[config.mk]
export PLATFORM = sky130hd
export DESIGN_NAME = div_seq
export DESIGN_NICKNAME = d
export VERILOG_FILES = /design/src/rtl/div_seq.sv
export SDC_FILE = /design/constraint.sdc
export NUM_CORES = 1
export LEC_CHECK = 0
export ABC_AREA = 1
export BUFFER_PORTS_ARGS = -buffer_cell sky130_fd_sc_hd__buf_4
export CAP_MARGIN = 20
export CORE_MARGIN = 2
export CORE_UTILIZATION = 50
export CTS_BUF_LIST = sky130_fd_sc_hd__clkbuf_8
export CTS_CLUSTER_DIAMETER = 80
export DETAILED_ROUTE_END_ITERATION = 10
export MAX_ROUTING_LAYER = met4
export PLACE_DENSITY = 0.72
export RECOVER_POWER = 25
export SYNTH_ARGS = -nofsm -noshare
export SYNTH_HDL_FRONTEND = slang
export SYNTH_SLANG_ARGS = --single-unit
[constraint.sdc]
create_clock -name clk -period 2.05 [get_ports clk]
set_input_delay 0.5125 -clock clk [delete_from_list [all_inputs] [get_ports clk]]
set_output_delay 0.5125 -clock clk [all_outputs]
set_load 0.05 [all_outputs]
[src/rtl/div_seq.sv]
// Sequential restoring divider for MIPS DIV/DIVU: one quotient bit per clock,
// quotient on LO (quotient) and remainder on HI (remainder).
module div_seq #(
    parameter int WIDTH = 32,
    parameter int CW    = 6
) (
    input  logic             clk,
    input  logic             reset,
    input  logic             start,
    input  logic             signed_op,
    input  logic [WIDTH-1:0] dividend,
    input  logic [WIDTH-1:0] divisor,
    output logic [WIDTH-1:0] quotient,
    output logic [WIDTH-1:0] remainder,
    output logic             busy,
    output logic             done,
    output logic             div_by_zero
);

    // Handshake: start is sampled only while busy=0; the result appears with a
    // one-cycle done pulse WIDTH+1 cycles after acceptance, and holds until the
    // next completion or reset.

    typedef enum logic [1:0] {
        S_IDLE = 2'd0,
        S_RUN  = 2'd1,
        S_FIX  = 2'd2
    } state_t;

    localparam logic [CW-1:0] LAST_STEP = CW'(WIDTH - 1);

    state_t           state_q, state_d;
    logic [CW-1:0]    cnt_q, cnt_d;
    logic [WIDTH-1:0] rem_q, rem_d;
    logic [WIDTH-1:0] quo_q, quo_d;
    logic [WIDTH-1:0] dsr_q, dsr_d;
    logic [WIDTH-1:0] dvd_raw_q, dvd_raw_d;
    logic             neg_quo_q, neg_quo_d;
    logic             neg_rem_q, neg_rem_d;
    logic [WIDTH-1:0] quotient_q, quotient_d;
    logic [WIDTH-1:0] remainder_q, remainder_d;
    logic             done_q, done_d;
    logic             dbz_q, dbz_d;

    logic             dvd_neg;
    logic             dsr_neg;
    logic [WIDTH:0]   shifted;
    logic [WIDTH:0]   trial;
    logic             trial_ge;

    // Partial remainder stays below the divisor, so a WIDTH+1-bit difference
    // never overflows and its top bit is the borrow.
    always_comb begin
        dvd_neg  = signed_op & dividend[WIDTH-1];
        dsr_neg  = signed_op & divisor[WIDTH-1];
        shifted  = {rem_q, quo_q[WIDTH-1]};
        trial    = shifted - {1'b0, dsr_q};
        trial_ge = ~trial[WIDTH];
    end

    always_comb begin
        state_d     = state_q;
        cnt_d       = cnt_q;
        rem_d       = rem_q;
        quo_d       = quo_q;
        dsr_d       = dsr_q;
        dvd_raw_d   = dvd_raw_q;
        neg_quo_d   = neg_quo_q;
        neg_rem_d   = neg_rem_q;
        quotient_d  = quotient_q;
        remainder_d = remainder_q;
        done_d      = 1'b0;
        dbz_d       = dbz_q;

        case (state_q)
            S_IDLE: begin
                if (start) begin
                    neg_quo_d = dvd_neg ^ dsr_neg;
                    neg_rem_d = dvd_neg;
                    quo_d     = dvd_neg ? (~dividend + 1'b1) : dividend;
                    dsr_d     = dsr_neg ? (~divisor + 1'b1) : divisor;
                    dvd_raw_d = dividend;
                    rem_d     = '0;
                    cnt_d     = '0;
                    state_d   = S_RUN;
                end
            end
            S_RUN: begin
                rem_d = trial_ge ? trial[WIDTH-1:0] : shifted[WIDTH-1:0];
                quo_d = {quo_q[WIDTH-2:0], trial_ge};
                cnt_d = cnt_q + 1'b1;
                if (cnt_q == LAST_STEP) begin
                    state_d = S_FIX;
                end
            end
            S_FIX: begin
                // A zero divisor magnitude means the captured divisor was zero.
                if (dsr_q == '0) begin
                    quotient_d  = '1;
                    remainder_d = dvd_raw_q;
                    dbz_d       = 1'b1;
                end else begin
                    quotient_d  = neg_quo_q ? (~quo_q + 1'b1) : quo_q;
                    remainder_d = neg_rem_q ? (~rem_q + 1'b1) : rem_q;
                    dbz_d       = 1'b0;
                end
                done_d  = 1'b1;
                state_d = S_IDLE;
            end
            default: begin
                state_d = S_IDLE;
            end
        endcase
    end

    always_ff @(posedge clk) begin
        if (reset) begin
            state_q     <= S_IDLE;
            cnt_q       <= '0;
            rem_q       <= '0;
            quo_q       <= '0;
            dsr_q       <= '0;
            dvd_raw_q   <= '0;
            neg_quo_q   <= 1'b0;
            neg_rem_q   <= 1'b0;
            quotient_q  <= '0;
            remainder_q <= '0;
            done_q      <= 1'b0;
            dbz_q       <= 1'b0;
        end else begin
            state_q     <= state_d;
            cnt_q       <= cnt_d;
            rem_q       <= rem_d;
            quo_q       <= quo_d;
            dsr_q       <= dsr_d;
            dvd_raw_q   <= dvd_raw_d;
            neg_quo_q   <= neg_quo_d;
            neg_rem_q   <= neg_rem_d;
            quotient_q  <= quotient_d;
            remainder_q <= remainder_d;
            done_q      <= done_d;
            dbz_q       <= dbz_d;
        end
    end

    assign quotient    = quotient_q;
    assign remainder   = remainder_q;
    assign busy        = (state_q != S_IDLE);
    assign done        = done_q;
    assign div_by_zero = dbz_q;

endmodule

==> flow_metrics.env, run 1 <==
export IMPL_max_freq_mhz=439
export IMPL_syn_area_per_cell_um2=5.99
export IMPL_rows=62
export IMPL_post_synth_inst_count=2402
export IMPL_floorplan_initialDensity_pct=50.4
export IMPL_synth_adder_area_share_pct=3.36
export IMPL_synthDistinctLibCells=54
export IMPL_drc=0
export IMPL_hold_fix_buffers_cts=0
export IMPL_final_nets=2860
export IMPL_final_weighted_congestion_of_routability_driven_global_placement=0.993
export IMPL_design_core_area_mm2=0.0285
export IMPL_vias=16800
export IMPL_synth_top_family_by_area="simple AND/OR/NAND/NOR gates"
export IMPL_clock_tree_from_tritoncts="built"
export IMPL_drive_above_1_share_pct=21.1
export IMPL_yosys_register_bits=204
export IMPL_static_leakage_power_nw=9.76
export IMPL_die_w_um=174
export IMPL_violations="setup timing"
export IMPL_tightestPinTransition_ns=0.691
export IMPL_required_ns=2.46
export IMPL_clock_latency_ns=0.55
export IMPL_number_of_iterations_in_the_first_detailed_routing_pass=5
export IMPL_setup_violations_final=34
export IMPL_synth_compound_area_share_pct=12.5
export IMPL_synth_cell_area_mm2=0.0144
export IMPL_hp_class="input pin to register"
export IMPL_deepest_clock_path_buffer_count=3
export IMPL_timing_critical_path_fanout_max=6
export IMPL_fillerInstances=2765
export IMPL_total_area_of_multi_input_combinational_cells_mm2=0.00890
export IMPL_clkTransAtPathRegs_ns=0.07
export IMPL_synth_flop_cell="sky130_fd_sc_hd__dfxtp_1"
export IMPL_final_setup_skew_ns=0.0262
export IMPL_grt_first_pass_wirelength_um=81800
export IMPL_synth_async_reset_ratio_pct=0
export IMPL_fin_crit_ns=2.28
export IMPL_synth_fp_nets=2508
export IMPL_hold_viol_final=0
export IMPL_antennaDiodeCount=0
export IMPL_wl_per_cell_um=16.4
export IMPL_detail_route_antenna_nets=0
export IMPL_globalRouteOverflowTotal=0
export IMPL_total_negative_setup_slack_ns=-5.62
export IMPL_place_port_buffers=134
export IMPL_cts_max_level=2
export IMPL_detail_route_wirelength_um=51900
export IMPL_io_count=135
export IMPL_route_detailed_vias_per_inst=5.30
export IMPL_outcome="finished with violations"
export IMPL_maxSlewHeadroom_pct=53.9
export IMPL_critPathCaptureType="register"
export IMPL_grt_start_max_net_pins=69
export IMPL_utilization_pct=66.2
export IMPL_gr_usage_all_layers_pct=34.7
export IMPL_setup_slack_ns=-0.229
export IMPL_finalPower_mw=23.3
export IMPL_synthSimpleGateAreaFrac_pct=39.4
export IMPL_register_area_mm2=0.00410
export IMPL_xor_and_xnor_area_share_after_synthesis_pct=3.53
export IMPL_dpl_hpwl_um=40500
export IMPL_grt_pass1_vias=15600
export IMPL_vertical_extent_of_the_die_um=174
export IMPL_number_of_antenna_violations_at_the_first_check_in_global_routing=0
export IMPL_number_of_buffers_created_by_cts=38
export IMPL_unrepaired_setup_endpoints_after_global_routing="yes"
export IMPL_syn2layout_area_growth_pct=31.4
export IMPL_most_frequent_cells_in_the_layout="661 x sky130_fd_sc_hd__nand2_1, 357 x sky130_fd_sc_hd__inv_1, 337 x sky130_fd_sc_hd__buf_4"
export IMPL_die_area_mm2=0.0301
export IMPL_drt_iter0_drc=1593
export IMPL_layout_cells_most_common="sky130_fd_sc_hd__nand2_1"
export IMPL_slew_viol_final=0
export IMPL_cell_pwr_density_mw_per_mm2=1230
export IMPL_timing_final_crit_share_pct=111
export IMPL_clock_sink_count=204
export IMPL_crit_path_start_kind="register"
export IMPL_number_of_synthesized_flops_with_an_enable_pin=0
export IMPL_setup_worst_path_class="register to register"
export IMPL_ys_warn_count=0
export IMPL_vdd_ir_drop_max_uv=780
export IMPL_yosysSeqAreaShare_pct=28.4
export IMPL_arrival_ns=2.69
export IMPL_cts_root_buf="sky130_fd_sc_hd__clkbuf_8"
export IMPL_synth_mux_area_share_pct=0
export IMPL_drv_max_cap_violation_count=0
-- per-layer routing --
metal  wire length, µm  vias up  track usage (%)
met5                 0        -                -
met2             21500      626             49.4
met3              3710       86             4.69
li1                  -     8375                -
met1             25300     7701             51.1
met4              1270        0             9.80
-- cell families after synthesis --
family	Yosys count
buf+inv	471
fa+ha+maj	38
xor+xnor	58
simple gates	1323
compound gates	308
flops	204
-- repair_timing --
action / in CTS / in global routing
cloned: 1 / 2
endpoints found under the setup margin: 37 / 66
pin swaps: 3 / 22
gates resized for setup: 18 / 98
setup buffers: 2 / 9
-- per-stage QoR --
stage | cells | worst slack (ns) | area (µm²) | hold slack (ns)
3_3_place_gp | 3084 | -0.159 | 17600 | 0.442
6_report | 3167 | -0.229 | 18900 | 0.282
3_5_place_dp | 3084 | -0.213 | 17600 | 0.445
2_1_floorplan | 2402 | -0.0105 | 14400 | 0.425
5_1_grt | 3167 | -0.354 | 18900 | 0.289
4_1_cts | 3156 | -0.173 | 18500 | 0.272
-- critical path: stages, from the launching register on --
cell,delay (ns)
sky130_fd_sc_hd__dfxtp_2,0.35
sky130_fd_sc_hd__inv_4,0.05
sky130_fd_sc_hd__ha_4,0.15
sky130_fd_sc_hd__fa_2,0.36
sky130_fd_sc_hd__inv_2,0.07
sky130_fd_sc_hd__nand2_2,0.05
sky130_fd_sc_hd__nand2_2,0.07
sky130_fd_sc_hd__nand3_2,0.06
sky130_fd_sc_hd__nand2_2,0.08
sky130_fd_sc_hd__nand2_2,0.07
sky130_fd_sc_hd__nand2_4,0.09
sky130_fd_sc_hd__nand2_4,0.07
sky130_fd_sc_hd__nand2_4,0.11
sky130_fd_sc_hd__nand2_8,0.08
sky130_fd_sc_hd__nand2_8,0.14
sky130_fd_sc_hd__clkbuf_16,0.16
sky130_fd_sc_hd__nand2_4,0.04
sky130_fd_sc_hd__nand3_2,0.06
sky130_fd_sc_hd__nand2_1,0.07
-- cell usage after synthesis, types with 7 or more instances --
cell,n,area [µm²]
sky130_fd_sc_hd__nand3_1,261,1310
sky130_fd_sc_hd__ha_1,37,463
sky130_fd_sc_hd__o21ai_0,100,500
sky130_fd_sc_hd__inv_2,13,48.8
sky130_fd_sc_hd__nand2_2,20,125
sky130_fd_sc_hd__nor3_1,37,185
sky130_fd_sc_hd__a31oi_1,15,93.8
sky130_fd_sc_hd__a21oi_1,103,515
sky130_fd_sc_hd__xnor2_1,19,166
sky130_fd_sc_hd__or2_2,7,43.8
sky130_fd_sc_hd__a22oi_1,19,143
sky130_fd_sc_hd__dfxtp_1,204,4080
sky130_fd_sc_hd__nand4_1,28,175
sky130_fd_sc_hd__clkbuf_1,51,191
sky130_fd_sc_hd__buf_1,18,67.6
sky130_fd_sc_hd__xor2_1,39,342
sky130_fd_sc_hd__nor2_1,245,920
sky130_fd_sc_hd__nand3b_1,8,60.1
sky130_fd_sc_hd__nand2_1,684,2570
sky130_fd_sc_hd__o211ai_1,15,113
sky130_fd_sc_hd__buf_2,16,80.1
sky130_fd_sc_hd__a211oi_1,9,67.6
sky130_fd_sc_hd__o21bai_1,7,52.6
sky130_fd_sc_hd__inv_1,365,1370
sky130_fd_sc_hd__nor4_1,9,56.3
-- sequential cells by signal, indices dropped and copies added, names as in the netlist --
name	count
cnt_q	6
div_by_zero	1
done	1
dsr_q	32
dvd_raw_q	32
neg_quo_q	1
neg_rem_q	1
quo_q	32
quotient	32
rem_q	32
remainder	32
state_q	2
-- where the power goes --
| part | internal [mW] | total, mW | switching, mW | leakage, nW |
|---|---|---|---|---|
| logic | 5.80 | 14.1 | 8.35 | 7.63 |
| registers | 4.34 | 4.71 | 0.371 | 1.67 |
| clock network | 2.56 | 4.42 | 1.86 | 0.470 |
-- path summary, 6_finish.rpt --
check | from | to | slack, ns | cells past startpoint
worst max-delay path | quo_q[31] | rem_q[26] | -0.23 | 18
worst min-delay path | dividend[21] | quo_q[21] | 0.28 | 3
worst max register to register | quo_q[31] | rem_q[26] | -0.23 | 18
worst min register to register | dvd_raw_q[10] | dvd_raw_q[10] | 0.45 | 2
-- final cells by class --
| cell class | count | share of cell area (%) |
|---|---|---|
| Sequential cell | 204 | 21.7 |
| Inverter | 380 | 7.56 |
| Tap cell | 384 | 2.54 |
| Multi-Input combinational cell | 1727 | 47.1 |
| Clock buffer | 46 | 3.35 |
| Clock inverter | 23 | 1.13 |
| Timing Repair Buffer | 403 | 16.7 |
Note: power is estimated with default switching activity, not from simulation.
==> run 2: changes to the inputs <==
--- a/config.mk
+++ b/config.mk
@@ -14,7 +14,7 @@
 export CTS_CLUSTER_DIAMETER = 80
 export DETAILED_ROUTE_END_ITERATION = 10
 export MAX_ROUTING_LAYER = met4
-export PLACE_DENSITY = 0.72
+export PLACE_DENSITY = 0.75
 export RECOVER_POWER = 25
 export SYNTH_ARGS = -nofsm -noshare
 export SYNTH_HDL_FRONTEND = slang
==> run 2 against run 1 <==
The flow still finishes with violations (setup timing). Clock skew increased by 0.00058 ns. Routed wire length shrank 1.8%. Via count is 1.1% higher. Worst hold slack worse by 0.026 ns. Worst setup slack got worse by 0.0071 ns. Register-to-register slack about the same. Critical path type unchanged. Critical endpoint is now rem_q[17]. Largest cell class unchanged. Largest power group unchanged.
==> flow_metrics.env, run 2 (same netlist as run 1, synthesis figures left out) <==
export IMPL_arrival_ns=2.70
export IMPL_required_ns=2.47
export IMPL_drv_max_cap_violation_count=0
export IMPL_wl_per_cell_um=16.2
export IMPL_clock_sink_count=204
export IMPL_rows=62
export IMPL_die_area_mm2=0.0301
export IMPL_final_nets=2851
export IMPL_hold_path_origin="reset"
export IMPL_grt_start_max_net_pins=50
export IMPL_number_of_antenna_violations_at_the_first_check_in_global_routing=0
export IMPL_clock_latency_ns=0.54
export IMPL_grt_first_pass_wirelength_um=80600
export IMPL_fin_crit_ns=2.29
export IMPL_clock_tree_from_tritoncts="built"
export IMPL_syn2layout_area_growth_pct=29.6
export IMPL_drc=0
export IMPL_clkTransAtPathRegs_ns=0.06
export IMPL_worstSetupStartpoint="quo_q[31]"
export IMPL_layout_cells_most_common="sky130_fd_sc_hd__nand2_1"
export IMPL_static_leakage_power_nw=9.71
export IMPL_final_setup_skew_ns=0.0268
export IMPL_slew_viol_final=0
export IMPL_setup_worst_path_class="register to register"
export IMPL_holdWs_ns=0.256
export IMPL_vdd_ir_drop_max_uv=802
export IMPL_vertical_extent_of_the_die_um=174
export IMPL_routed_length_on_met1_um=23600
export IMPL_hp_class="input pin to register"
export IMPL_design_core_area_mm2=0.0285
export IMPL_topRoutingLayerUsed="met4"
export IMPL_max_freq_mhz=437
export IMPL_most_frequent_cells_in_the_layout="665 x sky130_fd_sc_hd__nand2_1, 366 x sky130_fd_sc_hd__inv_1, 337 x sky130_fd_sc_hd__buf_4"
export IMPL_drt_iter0_drc=1585
export IMPL_timing_critical_path_fanout_max=5
export IMPL_place_port_buffers=134
export IMPL_unrepaired_setup_endpoints_after_global_routing="yes"
export IMPL_number_of_cells_after_detailed_placement=3074
export IMPL_met2_wirelength_um=21900
export IMPL_finalPower_mw=22.5
export IMPL_globalRouteOverflowTotal=0
export IMPL_setup_slack_ns=-0.236
export IMPL_io_count=135
export IMPL_number_of_buffers_created_by_cts=38
export IMPL_dpl_hpwl_um=39500
export IMPL_routed_wl_met3_um=4040
export IMPL_antennaDiodeCount=0
export IMPL_hold_viol_final=0
export IMPL_setup_violations_final=52
export IMPL_number_of_iterations_in_the_first_detailed_routing_pass=6
export IMPL_maxSlewHeadroom_pct=51.5
export IMPL_crit_path_start_kind="register"
export IMPL_vias=17000
export IMPL_cts_max_level=2
export IMPL_fillerInstances=2783
export IMPL_final_weighted_congestion_of_routability_driven_global_placement=1.00
export IMPL_gr_usage_all_layers_pct=33.8
export IMPL_detail_route_wirelength_um=50900
export IMPL_timing_final_crit_share_pct=112
export IMPL_deepest_clock_path_buffer_count=3
export IMPL_route_detailed_vias_per_inst=5.38
export IMPL_cts_root_buf="sky130_fd_sc_hd__clkbuf_8"
export IMPL_final_instance_count_excl_fill=3154
export IMPL_drive_above_1_share_pct=19.5
export IMPL_die_w_um=174
export IMPL_timing_rr_start="quo_q[31]"
export IMPL_hold_fix_buffers_cts=0
export IMPL_tightestPinTransition_ns=0.728
export IMPL_violations="setup timing"
export IMPL_utilization_pct=65.3
export IMPL_cell_pwr_density_mw_per_mm2=1200
export IMPL_critPathCaptureType="register"
export IMPL_grt_pass1_vias=15700
export IMPL_detail_route_antenna_nets=0
export IMPL_floorplan_initialDensity_pct=50.4
export IMPL_outcome="finished with violations"
## run 2: cell count changes in the layout (fill, tap and decap cells not counted), sizes merged
cell      delta
bufinv       -1
buf          -7
inv          +2
clkinvlp     -1
clkbuf       -2
clkinv       -4
## run 2: metrics by stage
step                      area [µm²]  setup WS, ns  TNS (ns)
after floorplan                14400       -0.0105    -0.104
after global placement         17500        -0.187     -5.32
after detailed placement       17500        -0.240     -7.90
after global routing           18600        -0.338    -14.52
final                          18600        -0.236     -8.17
after CTS                      18500        -0.171     -4.18
## run 2: power breakdown
group          leakage [nW]  switching (mW)  internal [mW]
logic                  7.60            8.16           5.40
registers              1.67           0.332           4.33
clock network         0.451            1.82           2.41
total                  9.71            10.3           12.1
## run 2: layer usage
metal	vias up	GRT usage (%)
met4	0	9.80
met2	712	50.5
met5	-	-
li1	8355	-
met3	105	3.51
met1	7797	48.4
## run 2: worst paths after layout
kind | slack (ns) | cells after the start | to
hold reg to reg | 0.46 | 2 | dvd_raw_q[10]
setup / recovery | -0.24 | 18 | rem_q[17]
hold / removal | 0.26 | 2 | neg_quo_q
setup reg to reg | -0.24 | 18 | rem_q[17]
## run 2: area by class of cell
| type | instances | area, µm² | area share, % |
|---|---|---|---|
| Clock inverter | 19 | 164 | 0.879 |
| Clock buffer | 46 | 633 | 3.40 |
| Sequential cell | 204 | 4090 | 21.9 |
| Timing Repair Buffer | 394 | 3070 | 16.5 |
| Inverter | 380 | 1430 | 7.67 |
| Tap cell | 384 | 480 | 2.58 |
| Multi-Input combinational cell | 1727 | 8780 | 47.1 |
## run 2: what timing repair did
item | in CTS | in global routing
pin swaps | 1 | 8
gates resized for setup | 31 | 46
setup endpoints to repair | 35 | 64
setup buffers | 4 | 7
cloned | 0 | 4
## run 2: critical path, stage by stage (launching register included)
cell and delay, ns:
sky130_fd_sc_hd__dfxtp_2 0.36, sky130_fd_sc_hd__inv_4 0.06, sky130_fd_sc_hd__ha_4 0.16, sky130_fd_sc_hd__fa_2 0.38, sky130_fd_sc_hd__inv_2 0.08, sky130_fd_sc_hd__nand2_2 0.05, sky130_fd_sc_hd__nand2_2 0.07, sky130_fd_sc_hd__nand3_2 0.09
sky130_fd_sc_hd__nand2_2 0.09, sky130_fd_sc_hd__nand2_2 0.06, sky130_fd_sc_hd__nand2_4 0.08, sky130_fd_sc_hd__nand2_4 0.07, sky130_fd_sc_hd__nand2_4 0.09, sky130_fd_sc_hd__nand2_8 0.07, sky130_fd_sc_hd__nand2_8 0.12, sky130_fd_sc_hd__clkbuf_16 0.16
sky130_fd_sc_hd__nand2_2 0.05, sky130_fd_sc_hd__nand3_1 0.07, sky130_fd_sc_hd__nand2_1 0.06
